$ cat src/rtl/ds18b20_pkg.sv
// ds18b20_pkg: shared poll-scheduler state encoding, ms-tick helper and DS18B20 command/timing constants.
package ds18b20_pkg;
  typedef enum logic [2:0] {IDLE, SETTLE, KICK, WAIT_RD, WAIT_DONE, WAIT_PER} pollState_t;
  localparam int MS_PER_S = 1000;
  localparam logic [7:0] CMD_SKIP_ROM = 8'hCC;
  localparam logic [7:0] CMD_CONVERT_T = 8'h44;
  localparam logic [7:0] CMD_READ_SCRATCH = 8'hBE;
  localparam int CONV_MS_12BIT = 750;
  localparam int SCRATCH_BYTES = 9;
  function automatic int msTicks(input int clkHz);
    return clkHz / MS_PER_S;
  endfunction
endpackage

$ cat src/rtl/temp_avg_filt.sv
// temp_avg_filt: power-of-two moving average of accepted temperature samples.
// The first sample after reset preloads the whole history so the average starts settled.
module temp_avg_filt #(
  parameter int AVG_LOG2 = 2
) (
  input  logic       CLK_10MHZ,
  input  logic       rst,
  input  logic       sampleVld,
  input  logic [8:0] sample,
  output logic [8:0] tempAvg,
  output logic       tempValid,
  output logic       avgRdy
);
  localparam int D = 1 << AVG_LOG2;
  localparam int SW = 9 + AVG_LOG2;
  logic [8:0] hist [D];
  logic [SW-1:0] sum;
  logic [AVG_LOG2-1:0] ptr;
  logic primed, vld1;
  always_ff @(posedge CLK_10MHZ or posedge rst) begin
    if (rst) begin
      for (int i = 0; i < D; i++) hist[i] <= '0;
      sum <= '0;
      ptr <= '0;
      primed <= 1'b0;
      vld1 <= 1'b0;
      avgRdy <= 1'b0;
      tempValid <= 1'b0;
      tempAvg <= '0;
    end else begin
      vld1 <= sampleVld;
      avgRdy <= vld1;
      tempValid <= avgRdy;
      if (vld1) tempAvg <= sum[SW-1:AVG_LOG2];
      if (sampleVld) begin
        primed <= 1'b1;
        sum <= primed ? sum + SW'(sample) - SW'(hist[ptr]) : {sample, AVG_LOG2'(0)};
        for (int i = 0; i < D; i++) if (!primed || AVG_LOG2'(i) == ptr) hist[i] <= sample;
        ptr <= primed ? ptr + 1'b1 : '0;
      end
    end
  end
endmodule

$ cat src/rtl/ds18b20_poll_sched.sv
// ds18b20_poll_sched: periodic DS18B20 poll scheduler with stale-read discard,
// moving average, hysteresis alarm and timeout fault tracking.
module ds18b20_poll_sched
  import ds18b20_pkg::*;
#(
  parameter int CLK_HZ = 10000000,
  parameter int PERIOD_MS = 1000,
  parameter int CONV_MS = 750,
  parameter int TIMEOUT_MS = 50,
  parameter int AVG_LOG2 = 2
) (
  input  logic       CLK_10MHZ,
  input  logic       rst,
  input  logic       enable,
  output logic       start,
  input  logic       readState,
  input  logic [8:0] temperature,
  input  logic [8:0] thr_hi,
  input  logic [8:0] thr_lo,
  output logic [8:0] temp_avg,
  output logic       temp_valid,
  output logic       alarm,
  output logic       sensor_fault,
  output logic [3:0] fault_cnt
);
  localparam int TICK = msTicks(CLK_HZ);
  localparam int PER_CYC = PERIOD_MS * TICK;
  localparam int TO_CYC = TIMEOUT_MS * TICK;
  localparam int PW = $clog2(TICK);
  localparam int MW = $clog2(CONV_MS + 1);
  localparam int KW = $clog2(PER_CYC);
  pollState_t state, nextState;
  logic [PW-1:0] preCnt;
  logic [MW-1:0] msCnt;
  logic [KW-1:0] kickCnt;
  logic readStateD, discard, tick, fall, capture, timeout, avgRdy;
  assign tick = preCnt == PW'(TICK - 1);
  assign fall = readStateD && !readState;
  always_comb begin
    nextState = IDLE;
    start = 1'b0;
    capture = 1'b0;
    timeout = 1'b0;
    if (enable)
      case (state)
        IDLE: nextState = SETTLE;
        SETTLE: nextState = (tick && msCnt == MW'(CONV_MS - 1)) ? KICK : SETTLE;
        KICK: begin
          start = 1'b1;
          nextState = WAIT_RD;
        end
        WAIT_RD: begin
          timeout = !readState && kickCnt == KW'(TO_CYC - 1);
          nextState = readState ? WAIT_DONE : timeout ? WAIT_PER : WAIT_RD;
        end
        WAIT_DONE: begin
          capture = fall;
          nextState = fall ? WAIT_PER : WAIT_DONE;
        end
        WAIT_PER: nextState = (kickCnt == KW'(PER_CYC - 1)) ? KICK : WAIT_PER;
        default: nextState = IDLE;
      endcase
  end
  // kickCnt runs from the KICK cycle across the intermediate states, so the
  // start-to-start period is unaffected by when the read finishes.
  always_ff @(posedge CLK_10MHZ or posedge rst) begin
    if (rst) begin
      state <= IDLE;
      preCnt <= '0;
      msCnt <= '0;
      kickCnt <= '0;
      readStateD <= 1'b0;
      discard <= 1'b1;
      alarm <= 1'b0;
      sensor_fault <= 1'b0;
      fault_cnt <= '0;
    end else begin
      state <= nextState;
      preCnt <= (nextState != state || tick || !enable) ? '0 : preCnt + 1'b1;
      msCnt <= (nextState != state) ? '0 : msCnt + MW'(tick);
      kickCnt <= (state == KICK) ? KW'(1) : kickCnt + KW'(kickCnt != KW'(PER_CYC - 1));
      readStateD <= readState;
      discard <= (state == IDLE) ? 1'b1 : capture ? 1'b0 : discard;
      sensor_fault <= timeout ? 1'b1 : capture ? 1'b0 : sensor_fault;
      fault_cnt <= timeout ? fault_cnt + 4'(fault_cnt != 4'hF) : fault_cnt;
      if (avgRdy) alarm <= (temp_avg >= thr_hi) ? 1'b1 : (temp_avg <= thr_lo) ? 1'b0 : alarm;
    end
  end
  temp_avg_filt #(.AVG_LOG2(AVG_LOG2)) u_filt (
    .CLK_10MHZ(CLK_10MHZ),
    .rst(rst),
    .sampleVld(capture && !discard),
    .sample(temperature),
    .tempAvg(temp_avg),
    .tempValid(temp_valid),
    .avgRdy(avgRdy)
  );
endmodule

$ cat config.mk
export PLATFORM = sky130hd
export DESIGN_NAME = ds18b20_poll_sched
export DESIGN_NICKNAME = d
export VERILOG_FILES = /design/src/rtl/ds18b20_pkg.sv /design/src/rtl/temp_avg_filt.sv /design/src/rtl/ds18b20_poll_sched.sv
export SDC_FILE = /design/constraint.sdc
export NUM_CORES = 1
export LEC_CHECK = 0
export ABC_AREA = 1
export BUFFER_PORTS_ARGS = -buffer_cell sky130_fd_sc_hd__buf_2
export CAP_MARGIN = 20
export CORE_ASPECT_RATIO = 1.5
export CORE_UTILIZATION = 55
export DETAILED_ROUTE_END_ITERATION = 16
export PLACE_DENSITY = 0.84
export SLEW_MARGIN = 5
export SYNTH_ARGS = -nofsm -noshare
export SYNTH_HDL_FRONTEND = slang
export SYNTH_SLANG_ARGS = --single-unit
$ cat constraint.sdc
create_clock -name CLK_10MHZ -period 4.1 [get_ports CLK_10MHZ]
set_input_delay 0.82 -clock CLK_10MHZ [delete_from_list [all_inputs] [get_ports CLK_10MHZ]]
set_output_delay 0.82 -clock CLK_10MHZ [all_outputs]
set_load 0.005 [all_outputs]
==> results.cfg, run 1 <==
[finish]
nNetsFinal = 1006
fin_area_um2 = 7970
final_cell_mix = nand2_1, inv_1, dfrtp_1
mostFrequentLayoutCell = nand2_1
syn2layout_area_growth_pct = 13.0
antenna_cells = 0
fillers = 1030
drive_gt1_share_pct = 13.5

[yosys]
syn_inst = 878
syn-num-nets = 958
yosys_warnings = 0
synthArstFlopShare_pct = 100
ys_seq_area_share_pct = 43.0
syn_area_um2 = 7050
synthDistinctLibCells = 44
ys_seq_elements = 121
synth_edf_count = 0
avgSynthCellArea_um2 = 8.03
ys.flop_type = dfrtp_1

[place]
place_area_um2 = 7420
port_buffers = 47
place_ws_ns = 0.430
globalplace.congestion = 0.925
post-dp-hpwl_um = 11500

[clock_tree]
cts_tree = built
cts_root_buf = clkbuf_16
cts.clk_slew.worst_paths_ns = 0.05
clock_sinks = 121
clk_latency_ns = 0.41
hold_buffers = 0
cts_setup_buffers = 0
cts_buffers = 17
h-tree-depth = 4
cts_buffer_depth = 2

[run]
drv_cap = 0

[route]
ant_nets = 0
first_pass_iters = 5
num_vias = 6016
totalWireLength_um = 16200
detail_route.vias_per_cell = 5.50
drc = 0
drt_first_iter_violations = 256
wire_per_inst_um = 14.8

[global_routing]
grt-ovfl-total = 0
antenna_found_initial = 0
grt_pass1_vias = 5965
grt_first_pass_wirelength_um = 26300
grt_use_total_pct = 25.8
grt_max_degree = 71

[timing]
setup_viol = 0
drv_slew = 0
fin_tns_setup_ns = 0
finalCritPeriodShare_pct = 85.6
slew_headroom_pct = 41.9
period_needed_ns = 3.51
worst_pin_slew_ns = 0.871
worst_clock_skew_ns = 0.00829
hold_ws_ns = 0.398
hold_viol = 0
fin_ws_ns = 0.590
rsz0062_at_grt = no
fmax_mhz = 285

[run_status]
status = finished clean

[die]
core_area_um2 = 12500
chipHeight_um = 141
rows = 50
ios = 48
die_x_um = 94.5
start_util_pct = 56.4
die-area_um2 = 13300

[pwr]
ir_drop_v = 0.000371
power.density_nw_per_um2 = 381
p_leak_uw = 0.00396
total_power_uw = 3030

[min_path]
hp-class = reg -> reg

[setup_path]
critPathArrivalTime_ns = 3.84
end_kind = flop
start_kind = flop
critPathMaxFanout = 22
criticalPathCategory = reg -> reg
cp.required_ns = 4.43
critical path, stage by stage, from the launching register on:
cell        delay [ns]
dfrtp_2           0.60
clkinvlp_4        0.32
o21ai_0           0.25
o22ai_1           0.14
fa_1              0.50
inv_1             0.05
ha_1              0.39
inv_1             0.08
o21ai_0           0.25
a31oi_1           0.12
o21ai_0           0.29
nand2_1           0.12
nand4_1           0.09
nand3_1           0.08
a21oi_1           0.16
layer usage:
| metal | part of all wire (%) | track usage [%] | vias up |
|---|---|---|---|
| li1 | - | - | 2952 |
| met2 | 55 | 47.6 | 172 |
| met3 | 4.1 | 6.36 | 44 |
| met1 | 38 | 26.8 | 2848 |
| met5 | 0 | 0 | - |
| met4 | 2.8 | 12.4 | 0 |
area by class of cell:
type / instances / area, µm² / area share [%]
multi-input combinational: 605 / 3440 / 43.1
sequential: 121 / 3030 / 38.0
inverter: 131 / 498 / 6.25
clock buffer: 22 / 464 / 5.83
timing repair buffer: 49 / 263 / 3.30
tap: 156 / 195 / 2.45
clock inverter: 9 / 75.1 / 0.942
timing repair inverter: 1 / 5.00 / 0.0628
sequential cells by signal, indices dropped and copies added (netlist names), 2 cells and up:
| register | count |
|---|---|
| state | 3 |
| u_filt.sum | 11 |
| u_filt.hist | 36 |
| preCnt | 14 |
| kickCnt | 24 |
| u_filt.ptr | 2 |
| fault_cnt | 4 |
| u_filt.tempAvg | 9 |
| msCnt | 10 |
through the flow:
| stage | std cells | util (%) |
|---|---|---|
| detailed placement | 1062 | 59.3 |
| CTS | 1093 | 63.6 |
| global placement | 1062 | 59.3 |
| global route | 1094 | 63.7 |
| finish | 1094 | 63.7 |
| floorplan | 878 | - |
cell usage after synthesis, drive strengths merged, types with 16 or more instances:
cell    number  area (µm²)
dfrtp      120        3000
nand3       45         240
nand2      164         626
nor3        28         155
o21ai       84         435
inv        130         488
ha          40         500
xor2        17         149
a21oi       39         195
clkbuf      16        60.1
nor2       118         493
path summary, 6_finish.rpt:
kind                                         end           from  slack [ns]  cells past startpoint
worst min-delay path            u_filt.tempValid  u_filt.avgRdy        0.40                      0
worst max register to register     u_filt.sum[7]  u_filt.ptr[0]        0.59                     14
min in group asynchronous       u_filt.tempValid            rst        0.59                      2
max in group asynchronous                discard            rst        2.71                      3
worst min register to register  u_filt.tempValid  u_filt.avgRdy        0.40                      0
worst max-delay path               u_filt.sum[7]  u_filt.ptr[0]        0.59                     14
where the power goes:
| group | total (µW) | internal (µW) | switching [µW] |
|---|---|---|---|
| logic | 380 | 133 | 247 |
| clock network | 1370 | 853 | 512 |
| registers | 1290 | 1240 | 46.7 |
| total | 3030 | 2230 | 806 |
repair_timing:
| action | CTS | global route |
|---|---|---|
| resized for setup | 0 | 2 |
| setup endpoints to repair | 0 | 2 |
| hold endpoints to repair | 0 | 0 |
kinds of logic (layout without fill, tap and decap cells):
group	Yosys count	count (layout)	share of synthesized area, %
AO/OA/AOI/OAI	151	151	11.8
XOR/XNOR	27	27	3.35
adder cells (fa/ha/maj)	49	49	9.65
buffers and inverters	152	212	8.30
flip-flops	121	121	43.0
multiplexers	2	2	0.319
AND/OR/NAND/NOR	376	376	23.6
(Power assumes the default switching activity.)
==> run 2: changes to the inputs <==
--- a/config.mk
+++ b/config.mk
@@ -5,13 +5,13 @@
 export SDC_FILE = /design/constraint.sdc
 export NUM_CORES = 1
 export LEC_CHECK = 0
-export ABC_AREA = 1
+export ABC_AREA = 0
 export BUFFER_PORTS_ARGS = -buffer_cell sky130_fd_sc_hd__buf_2
 export CAP_MARGIN = 20
 export CORE_ASPECT_RATIO = 1.5
 export CORE_UTILIZATION = 55
 export DETAILED_ROUTE_END_ITERATION = 16
-export PLACE_DENSITY = 0.84
+export PLACE_DENSITY = 0.85
 export SLEW_MARGIN = 5
 export SYNTH_ARGS = -nofsm -noshare
 export SYNTH_HDL_FRONTEND = slang
==> constraint.sdc (replaced) <==
create_clock -name CLK_10MHZ -period 4.1 [get_ports CLK_10MHZ]
set_input_delay 0.41 -clock CLK_10MHZ [delete_from_list [all_inputs] [get_ports CLK_10MHZ]]
set_output_delay 0.41 -clock CLK_10MHZ [all_outputs]
set_load 0.005 [all_outputs]
==> run 2 against run 1 <==
Effect of this change: first-iteration DRC count is 8.6% lower; maximum frequency down 5.2%; synthesized area is 3.2% lower; critical path depth down 4; critical endpoint is now u_filt.sum[10]; final area decreased by 2.0%; non-clock buffer count up 2; cell count decreased by 21%; clock-buffer cell count is 3 lower; combinational power is 64% lower.
==> results.cfg, run 2 <==
[finish]
instances_no_fill = 861
largest-register = u_filt.hist
syn2layout_area_growth_pct = 14.3
final_cell_mix = dfrtp_1, inv_1, nor2_1
mostFrequentLayoutCell = dfrtp_1
largest_register_ffs = 36
drive_gt1_share_pct = 21.2
nNetsFinal = 776
top_regs = u_filt.hist x36, kickCnt x24, preCnt x14
antenna_cells = 0

[setup_path]
path_delay_family = compound AO/OA/AOI/OAI gates
reg2reg_depth = 10
cp-endpoint = u_filt.sum[10]
criticalPathCategory = reg -> reg
crit_cells = 10
rr_startpoint = u_filt.ptr[1]
cp.required_ns = 4.40
reg2reg_to = u_filt.sum[10]
end_kind = flop
cp-startpoint = u_filt.ptr[1]
worst-r2r-setup-slack_ns = 0.40
slowest_stage = dfrtp_1
cp.buffers_inverters = 1
crit_path_max_incr_delay_ns = 0.64
critPathMaxFanout = 12
crit_chain = mux4_2 > fa_1 > inv_1 > fa_1 > a211oi_1 > nor3b_1 > o21ba_2 > a211oi_1 > mux2i_1 > a211o_1
start_kind = flop
critPathArrivalTime_ns = 4.00

[timing]
worst_pin_slew_ns = 0.739
fin_ws_ns = 0.398
finalCritPeriodShare_pct = 90.3
period_needed_ns = 3.70
fin_tns_setup_ns = 0
fmax_mhz = 270
hold_viol = 0
drv_slew = 0
worst_clock_skew_ns = 0.00833
setup_viol = 0
hold_ws_ns = 0.120
slew_headroom_pct = 50.3
rsz0062_at_grt = no

[route]
totalWireLength_um = 14500
drt_first_iter_violations = 234
drc = 0
first_pass_iters = 5
num_vias = 5069
wire_per_inst_um = 16.8
ant_nets = 0
detail_route.vias_per_cell = 5.89

[global_routing]
grt_pass1_vias = 5354
antenna_found_initial = 0
grt_first_pass_wirelength_um = 24600
grt_max_degree = 61
grt-ovfl-total = 0
grt_use_total_pct = 24.3

[yosys]
yosys_warnings = 0
avgSynthCellArea_um2 = 10.6
syn-num-nets = 727
syn_area_um2 = 6830
syn_inst = 647
synth_edf_count = 0
yosys.area.top_type = dfrtp_1
yosys.area.top_type_share_pct = 44.0
synthDistinctLibCells = 62
ys.flop_type = dfrtp_1
ys_top_cells_by_area = dfrtp_1, mux2_2, ha_1, inv_1, nor2_1
yosysMostFrequentCell = dfrtp_1
synthArstFlopShare_pct = 100
ys_seq_elements = 121
ys_top_cells_by_count = dfrtp_1, inv_1, nor2_1
ys_seq_area_share_pct = 44.4

[die]
chipHeight_um = 138
start_util_pct = 56.8
rows = 49
die-area_um2 = 12900
core_area_um2 = 12000
die_x_um = 93.0
ios = 48

[pwr]
p_leak_uw = 0.00383
power.density_nw_per_um2 = 379
ir_drop_v = 0.000338
total_power_uw = 2960

[clock_tree]
cts_resized = 0
cts_root_buf = clkbuf_16
h-tree-depth = 4
cts_tree = built
clock_sinks = 121
cts_setup_buffers = 0
cts_buffers = 17
clk_latency_ns = 0.42
hold_buffers = 0
cts_buffer_depth = 2
cts.clk_slew.worst_paths_ns = 0.05

[place]
port_buffers = 47
globalplace.congestion = 0.854
post-dp-hpwl_um = 10100
place_inst = 830
place_ws_ns = 0.483

[min_path]
hp-class = in -> async

[run_status]
status = finished clean

[run]
drv_cap = 0
run 2: cell types whose count changed in the layout (fill, tap and decap cells not counted), moves of 15 or more:
cell     before  now
a21oi_1      39   23
nor2_2       17    0
o21ai_0      79   29
nor3_1       25   10
nand2_1     160   30
nor2_1      100   58
mux2_2        2   46
inv_1       121   64
nand3_1      42   27
run 2: area by class of cell:
class / instances / area, µm²
clock inverter: 12 / 199
inverter: 66 / 250
fill: 904 / 4210
multi-input combinational: 439 / 3430
timing repair buffer: 51 / 265
sequential: 121 / 3030
clock buffer: 19 / 443
tap: 153 / 191
run 2: cell families (layout without fill, tap and decap cells):
kind of cell | count (synthesis) | count (layout) | synth area share (%)
buffers and inverters | 87 | 148 | 5.44
adders and majority gates | 49 | 49 | 9.97
muxes | 58 | 58 | 11.0
AOI/OAI and AO/OA | 96 | 96 | 8.96
and+or+nand+nor | 193 | 193 | 14.8
DFF | 121 | 121 | 44.4
xor gates and xnor gates | 43 | 43 | 5.51
run 2: worst min-delay path by stage:
stage	start	endpoint	slack (ns)	cells after the start
3_5_place_dp	u_filt.avgRdy	u_filt.tempValid	0.45	0
4_1_cts	readState	readStateD	0.13	1
2_1_floorplan	u_filt.vld1	u_filt.avgRdy	0.35	0
3_3_place_gp	preCnt[0]	preCnt[0]	0.44	1
5_1_grt	readState	readStateD	0.14	1
6_report	rst	u_filt.tempAvg[4]	0.12	2
run 2: stage by stage:
| stage | area, µm² | utilization (%) |
|---|---|---|
| 5_1_grt | 7810 | 65.0 |
| 2_1_floorplan | 6830 | - |
| 3_3_place_gp | 7160 | 59.6 |
| 4_1_cts | 7810 | 65.0 |
| 6_report | 7810 | 65.0 |
| 3_5_place_dp | 7160 | 59.6 |
run 2: metal layers:
| metal | GRT usage, % | part of all wire (%) |
|---|---|---|
| met1 | 25.1 | 37 |
| met2 | 45.3 | 56 |
| met3 | 5.12 | 3.7 |
| met4 | 11.7 | 3.3 |
| met5 | 0 | 0 |
run 2: power by group:
group | leakage, µW | switching, µW | internal, µW
combinational | 0.00191 | 85.7 | 49.0
clock | 0.000301 | 533 | 1090
sequential | 0.00162 | 2.86 | 1200
total | 0.00383 | 621 | 2330
